### config.mk
export PLATFORM = sky130hd
export DESIGN_NAME = random_delay_timer
export DESIGN_NICKNAME = d
export VERILOG_FILES = /design/src/rtl/reaction_pkg.sv /design/src/rtl/tick_prescaler.sv /design/src/rtl/random_delay_timer.sv
export SDC_FILE = /design/constraint.sdc
export NUM_CORES = 1
export LEC_CHECK = 0
export BUFFER_PORTS_ARGS = -buffer_cell sky130_fd_sc_hd__buf_4
export CAP_MARGIN = 20
export CORE_ASPECT_RATIO = 0.7
export CORE_MARGIN = 2
export CORE_UTILIZATION = 52
export DETAILED_ROUTE_END_ITERATION = 12
export HOLD_SLACK_MARGIN = 0.06
export MAX_ROUTING_LAYER = met4
export PLACE_DENSITY = 0.74
export SLEW_MARGIN = 20
export SYNTH_ARGS = -nofsm -noshare
export SYNTH_HDL_FRONTEND = slang
export SYNTH_SLANG_ARGS = --single-unit
### constraint.sdc
create_clock -name clk -period 4 [get_ports clk]
set_input_delay 0.6 -clock clk [delete_from_list [all_inputs] [get_ports clk]]
set_output_delay 0.6 -clock clk [all_outputs]
set_load 0.01 [all_outputs]
### src/rtl/reaction_pkg.sv
// Shared types and constants for the reaction-time trial path.
// Holds the trial FSM state encoding and the delay-counter width helper.
package reaction_pkg;

  localparam int LFSR_W           = 28;
  localparam int DEFAULT_COUNT_W  = 16;
  localparam int DEFAULT_TICK_DIV = 50_000;

  typedef enum logic [1:0] {
    IDLE = 2'd0,
    WAIT = 2'd1,
    GO   = 2'd2
  } state_t;

  // One extra bit over the wider addend keeps MIN_DELAY + random part from overflowing.
  function automatic int delay_width(input int min_delay, input int range_bits);
    int floor_bits;
    floor_bits = $clog2(min_delay + 1);
    return ((floor_bits > range_bits) ? floor_bits : range_bits) + 1;
  endfunction

endpackage

### src/rtl/tick_prescaler.sv
// Divides clk down to a one-cycle tick every TICK_DIV enabled cycles.
// clear has priority over enable and returns the phase to zero.
module tick_prescaler #(
  parameter int TICK_DIV = 50_000
) (
  input  logic clk,
  input  logic reset,
  input  logic clear,
  input  logic enable,
  output logic tick
);

  localparam int PW = (TICK_DIV > 1) ? $clog2(TICK_DIV) : 1;
  localparam logic [PW-1:0] LAST = PW'(TICK_DIV - 1);

  logic [PW-1:0] phase;

  assign tick = enable && !clear && (phase == LAST);

  always_ff @(posedge clk) begin
    if (reset || clear) begin
      phase <= '0;
    end else if (enable) begin
      if (phase == LAST) begin
        phase <= '0;
      end else begin
        phase <= phase + PW'(1);
      end
    end
  end

endmodule

### src/rtl/random_delay_timer.sv
// Reaction-time trial: random wait seeded from the LFSR, then a prescaled
// response window that reports elapsed ticks, a false start or a timeout.
module random_delay_timer
  import reaction_pkg::*;
#(
  parameter int MIN_DELAY  = 50_000_000,
  parameter int RANGE_BITS = 26,
  parameter int TICK_DIV   = DEFAULT_TICK_DIV,
  parameter int COUNT_W    = DEFAULT_COUNT_W
) (
  input  logic               clk,
  input  logic               reset,
  input  logic [LFSR_W-1:0]  lfsr_in,
  input  logic               start,
  input  logic               stop,
  output logic               busy,
  output logic               go,
  output logic               done,
  output logic               early,
  output logic               timeout,
  output logic [COUNT_W-1:0] reaction_count
);

  localparam int DW = delay_width(MIN_DELAY, RANGE_BITS);
  localparam logic [DW-1:0] MIN_D = DW'(MIN_DELAY);

  state_t state, next_state;

  logic [DW-1:0] delay_cnt;
  logic [DW-1:0] delay_load;

  logic accept;
  logic dec_delay;
  logic end_early;
  logic end_stop;
  logic end_timeout;
  logic inc_count;
  logic tick;
  logic presc_clear;
  logic presc_enable;

  // Bits of the LFSR word above RANGE_BITS do not contribute to the wait.
  logic [LFSR_W-1:0] unused_lfsr;
  assign unused_lfsr = lfsr_in;

  assign delay_load = MIN_D + {{(DW-RANGE_BITS){1'b0}}, lfsr_in[RANGE_BITS-1:0]};

  assign busy = (state != IDLE);
  assign go   = (state == GO);

  // Prescaler phase is held at zero outside GO, so every GO entry starts a fresh tick period.
  assign presc_clear  = (state != GO);
  assign presc_enable = (state == GO) && !stop;

  tick_prescaler #(
    .TICK_DIV(TICK_DIV)
  ) u_prescaler (
    .clk   (clk),
    .reset (reset),
    .clear (presc_clear),
    .enable(presc_enable),
    .tick  (tick)
  );

  always_ff @(posedge clk) begin
    if (reset) begin
      state <= IDLE;
    end else begin
      state <= next_state;
    end
  end

  always_comb begin
    next_state  = state;
    accept      = 1'b0;
    dec_delay   = 1'b0;
    end_early   = 1'b0;
    end_stop    = 1'b0;
    end_timeout = 1'b0;
    inc_count   = 1'b0;
    case (state)
      IDLE: begin
        if (start) begin
          accept     = 1'b1;
          next_state = WAIT;
        end
      end
      WAIT: begin
        if (stop) begin
          end_early  = 1'b1;
          next_state = IDLE;
        end else if (delay_cnt == '0) begin
          next_state = GO;
        end else begin
          dec_delay = 1'b1;
        end
      end
      GO: begin
        if (stop) begin
          end_stop   = 1'b1;
          next_state = IDLE;
        end else if (tick) begin
          if (&reaction_count) begin
            end_timeout = 1'b1;
            next_state  = IDLE;
          end else begin
            inc_count = 1'b1;
          end
        end
      end
      default: begin
        next_state = IDLE;
      end
    endcase
  end

  // Results are cleared only by an accepted start so they stay readable after done.
  always_ff @(posedge clk) begin
    if (reset) begin
      delay_cnt      <= '0;
      done           <= 1'b0;
      early          <= 1'b0;
      timeout        <= 1'b0;
      reaction_count <= '0;
    end else begin
      done <= end_early || end_stop || end_timeout;
      if (accept) begin
        delay_cnt      <= delay_load;
        early          <= 1'b0;
        timeout        <= 1'b0;
        reaction_count <= '0;
      end else begin
        if (dec_delay) begin
          delay_cnt <= delay_cnt - DW'(1);
        end
        if (end_early) begin
          early <= 1'b1;
        end
        if (end_timeout) begin
          timeout <= 1'b1;
        end
        if (inc_count) begin
          reaction_count <= reaction_count + COUNT_W'(1);
        end
      end
    end
  end

endmodule

==> impl_table.tex <==
\begin{tabular}{lr}
\hline
Metric & Value \\
\hline
\multicolumn{2}{l}{\textbf{Worst setup path}} \\
\quad CP Class & reg2reg \\
\quad Largest delay contributor family on the critical path & simple AND/OR/NAND/NOR gates \\
\quad Delay of the slowest cell on the worst path & 0.59 ns \\
\quad Worst Path Arrival & 2.80 ns \\
\quad CP Cell Sequence & nor4\_2, nand4\_1, o211ai\_1, o21ai\_0, a311oi\_1 \\
\quad CP Capture Type & flip-flop \\
\quad Highest-delay cell along the critical path & sky130\_fd\_sc\_hd\_\_nor4\_2 \\
\quad R2R setup slack & 1.46 ns \\
\quad Buf/Inv on CP & 0 \\
\quad Critical path startpoint category & flip-flop \\
\quad CP required & 4.25 ns \\
\quad Crit Path Max Fanout & 10 \\
\multicolumn{2}{l}{\textbf{Cells and area}} \\
\quad Final cell utilization of the core & 0.635 \\
\quad Final design instance area without fill & 4290 µm² \\
\quad Commonest non-fill, non-tap cell in the layout & sky130\_fd\_sc\_hd\_\_dfxtp\_1 \\
\quad Diodes inserted & 0 \\
\quad Filler instances & 623 \\
\quad Most frequent cells in the layout & 64 x sky130\_fd\_sc\_hd\_\_dfxtp\_1, 61 x sky130\_fd\_sc\_hd\_\_nor2\_1, 55 x sky130\_fd\_sc\_hd\_\_buf\_4, 35 x sky130\_fd\_sc\_hd\_\_nand2\_1, 33 x sky130\_fd\_sc\_hd\_\_a21oi\_1 \\
\quad Final layout net count & 539 \\
\quad Post-synthesis to final-layout area growth & 17.7\% \\
\quad Fraction of final layout cells with drive strength greater than 1 & 0.159 \\
\multicolumn{2}{l}{\textbf{Logic synthesis}} \\
\quad Synth async-reset ratio & 0 \\
\quad Average cell area after synthesis & 8.03 µm² \\
\quad Post-synthesis cell type with the largest combined area & sky130\_fd\_sc\_hd\_\_dfxtp\_1 \\
\quad Synth top area share & 0.351 \\
\quad Number of synthesized register bits & 64 \\
\quad Dominant register cell in the synthesized netlist & sky130\_fd\_sc\_hd\_\_dfxtp\_1 \\
\quad Yosys cell types & 57 \\
\quad Synthesized net count & 490 \\
\quad Synth warnings & 0 \\
\quad Mapped cell area & 3650 µm² \\
\quad Count of flip-flops with a built-in enable after synthesis & 0 \\
\quad Sequential-to-total area share from yosys stat & 0.351 \\
\quad Cells after synthesis & 454 \\
\quad Top post-synthesis cells by area & sky130\_fd\_sc\_hd\_\_dfxtp\_1 35\%, sky130\_fd\_sc\_hd\_\_nor2\_1 6.3\%, sky130\_fd\_sc\_hd\_\_xnor2\_1 5.5\%, sky130\_fd\_sc\_hd\_\_xor2\_1 5.3\%, sky130\_fd\_sc\_hd\_\_a21oi\_1 4.5\% \\
\multicolumn{2}{l}{\textbf{CTS}} \\
\quad CTS sink cnt & 64 \\
\quad Maximum count of clock buffers along a single path & 2 \\
\quad CTS tree & done \\
\quad CTS hold repair buffers & 0 \\
\quad TritonCTS buffer count & 9 \\
\quad Clock insertion delay at the later pin of the skew report & 0.35 ns \\
\quad H-tree depth & 3 \\
\quad Clock transition at the registers of the reported paths & 0.07 ns \\
\quad Buffers inserted during post-CTS setup optimization & 0 \\
\quad PostCTS Resize Cnt & 0 \\
\quad Clock root cell & sky130\_fd\_sc\_hd\_\_clkbuf\_8 \\
\multicolumn{2}{l}{\textbf{Global route}} \\
\quad Wire length of the first global-routing pass & 15.2 mm \\
\quad Number of antenna violations at the first check in global routing & 0 \\
\quad Overall fraction of global-route tracks in use & 0.252 \\
\quad Total global routing overflow & 0 \\
\quad Maximum number of pins on one net before global-route repair & 42 \\
\quad Number of global-route vias before repair & 3154 \\
\multicolumn{2}{l}{\textbf{STA}} \\
\quad RSZ-0062 raised after global routing & false \\
\quad Minimum clock period after layout & 2.54 ns \\
\quad Final hold violation count & 0 \\
\quad Fmax & 0.393 GHz \\
\quad Share of the cycle needed by the critical path after routing & 0.636 \\
\quad Max Slew Vio Count & 0 \\
\quad Worst Max-Slew Pin Slew & 0.883 ns \\
\quad Summed negative setup slack over all endpoints & 0 ns \\
\quad Relative slew slack & 0.406 \\
\quad Clock Skews & 0.00996 ns \\
\quad Final count of negative-setup-slack endpoints & 0 \\
\quad Hold Worst Slack & 0.481 ns \\
\multicolumn{2}{l}{\textbf{Placed design}} \\
\quad Final weighted congestion in routability-driven placement & 0.868 \\
\quad Detail Placement HPWL & 6.42 mm \\
\quad Count of port buffers added during placement & 50 \\
\quad Area of placed instances & 4110 µm² \\
\multicolumn{2}{l}{\textbf{Die}} \\
\quad Number of top-level pins & 53 \\
\quad Count of standard-cell rows & 25 \\
\quad Die Outline Area & 7710 µm² \\
\quad Starting density of the core & 0.540 \\
\quad Die Y-Extent & 74.1 µm \\
\quad Placeable core region & 6760 µm² \\
\quad Die boundary width & 104 µm \\
\multicolumn{2}{l}{\textbf{Detailed routing}} \\
\quad Detailed Route Iter0 Violations & 177 \\
\quad Vias per cell & 5.88 \\
\quad Average routed wire per standard cell & 15.1 µm \\
\quad Routed vias & 3537 \\
\quad Total wire length after detailed routing & 9.08 mm \\
\quad Count of unresolved DRC violations after routing & 0 \\
\quad Pre-antenna DRT Iters & 5 \\
\quad ANT nets after route & 0 \\
\multicolumn{2}{l}{\textbf{Pwr}} \\
\quad Fraction of power consumed by the clock network & 0.353 \\
\quad Sw Share & 0.298 \\
\quad Maximum vdd ir drop & 0.191 mV \\
\quad Logic pwr share & 0.166 \\
\quad Relative contribution of sequential cells to total power & 0.481 \\
\quad Cell-internal power & 1.02 mW \\
\quad Static power due to leakage & 1.54 nW \\
\quad P per Cell Area & 340 nW/µm² \\
\quad Sw power & 0.435 mW \\
\multicolumn{2}{l}{\textbf{Outcome}} \\
\quad Result of the run & completed \\
\multicolumn{2}{l}{\textbf{Hold path}} \\
\quad Class of the tightest hold or removal check & reg2reg \\
\multicolumn{2}{l}{\textbf{Run}} \\
\quad Maxcap violations & 0 \\
\hline
\end{tabular}
-- worst reg2reg max path, delay by kind of cell, from the launching register on --
family,cells,cell delay [ns]
flops,1,0.36
compound gates,3,1.02
simple gates,2,1.08
-- synthesized netlist by cell type, drive strengths merged (3+ instances only) --
master,instances
dfxtp,64
nor2,61
nand2,35
a21oi,33
xnor2,23
xor2,22
o21ai,20
or3,16
nand4,15
clkbuf,13
nand3,13
a211oi,12
nor3,12
nor4,12
and3,8
inv,8
and4,7
o211ai,6
a2111oi,5
and2,5
a31oi,4
buf,4
ha,4
o2111ai,4
a21o,3
mux2i,3
nor3b,3
o21a,3
o21bai,3
or4,3
-- cell type report --
class | count | area (µm²) | area share
inverters | 8 | 30.0 | 0.00700
well taps | 94 | 118 | 0.0274
clock buffers | 11 | 151 | 0.0353
multi-input cells | 365 | 2270 | 0.528
clock inverters | 5 | 31.3 | 0.00729
flip-flops and latches | 64 | 1280 | 0.298
repair buffers | 55 | 413 | 0.0962
-- flip-flops by register name, summed over array words and instances, names as in the netlist --
register and flops:
timeout 1, state 2, delay_cnt 27, reaction_count 16, u_prescaler.phase 16, done 1
early 1
-- worst paths after layout --
path                                   start            end  depth (start not counted)
worst max-delay path            delay_cnt[4]  delay_cnt[23]                          5
worst min-delay path                 timeout        timeout                          2
worst max register to register  delay_cnt[4]  delay_cnt[23]                          5
worst min register to register       timeout        timeout                          2
-- cell families after synthesis --
kind of cell | Yosys count | synth area share
DFF | 64 | 0.351
xor gates and xnor gates | 45 | 0.108
and+or+nand+nor | 203 | 0.295
adders and majority gates | 4 | 0.0137
buffers and inverters | 25 | 0.0278
muxes | 3 | 0.00824
AOI/OAI and AO/OA | 110 | 0.196
-- metrics by stage --
stage	total power, mW	cells	worst slack, ns
after detailed placement	0.953	586	1.20
after global routing	1.53	602	1.16
after floorplan	0.870	454	1.58
final	1.46	602	1.46
after global placement	0.947	586	1.25
after CTS	1.46	602	1.53
-- per-layer routing --
layer | up-vias | track usage | share of wire
met4 | 0 | 0.0646 | 0.011
li1 | 1781 | - | -
met2 | 111 | 0.363 | 0.42
met3 | 11 | 0.0815 | 0.073
met5 | - | - | 0
met1 | 1634 | 0.343 | 0.50
-- power by group through the flow --
| stage | Combinational [mW] | Sequential, mW | Clock, mW |
|---|---|---|---|
| 6_report | 0.242 | 0.702 | 0.515 |
| 5_1_grt | 0.271 | 0.707 | 0.554 |
| 4_1_cts | 0.240 | 0.701 | 0.524 |
| 3_5_place_dp | 0.238 | 0.715 | 0 |
| 3_3_place_gp | 0.233 | 0.714 | 0 |
| 2_1_floorplan | 0.163 | 0.707 | 0 |
Note: power is estimated with default switching activity, not from simulation.
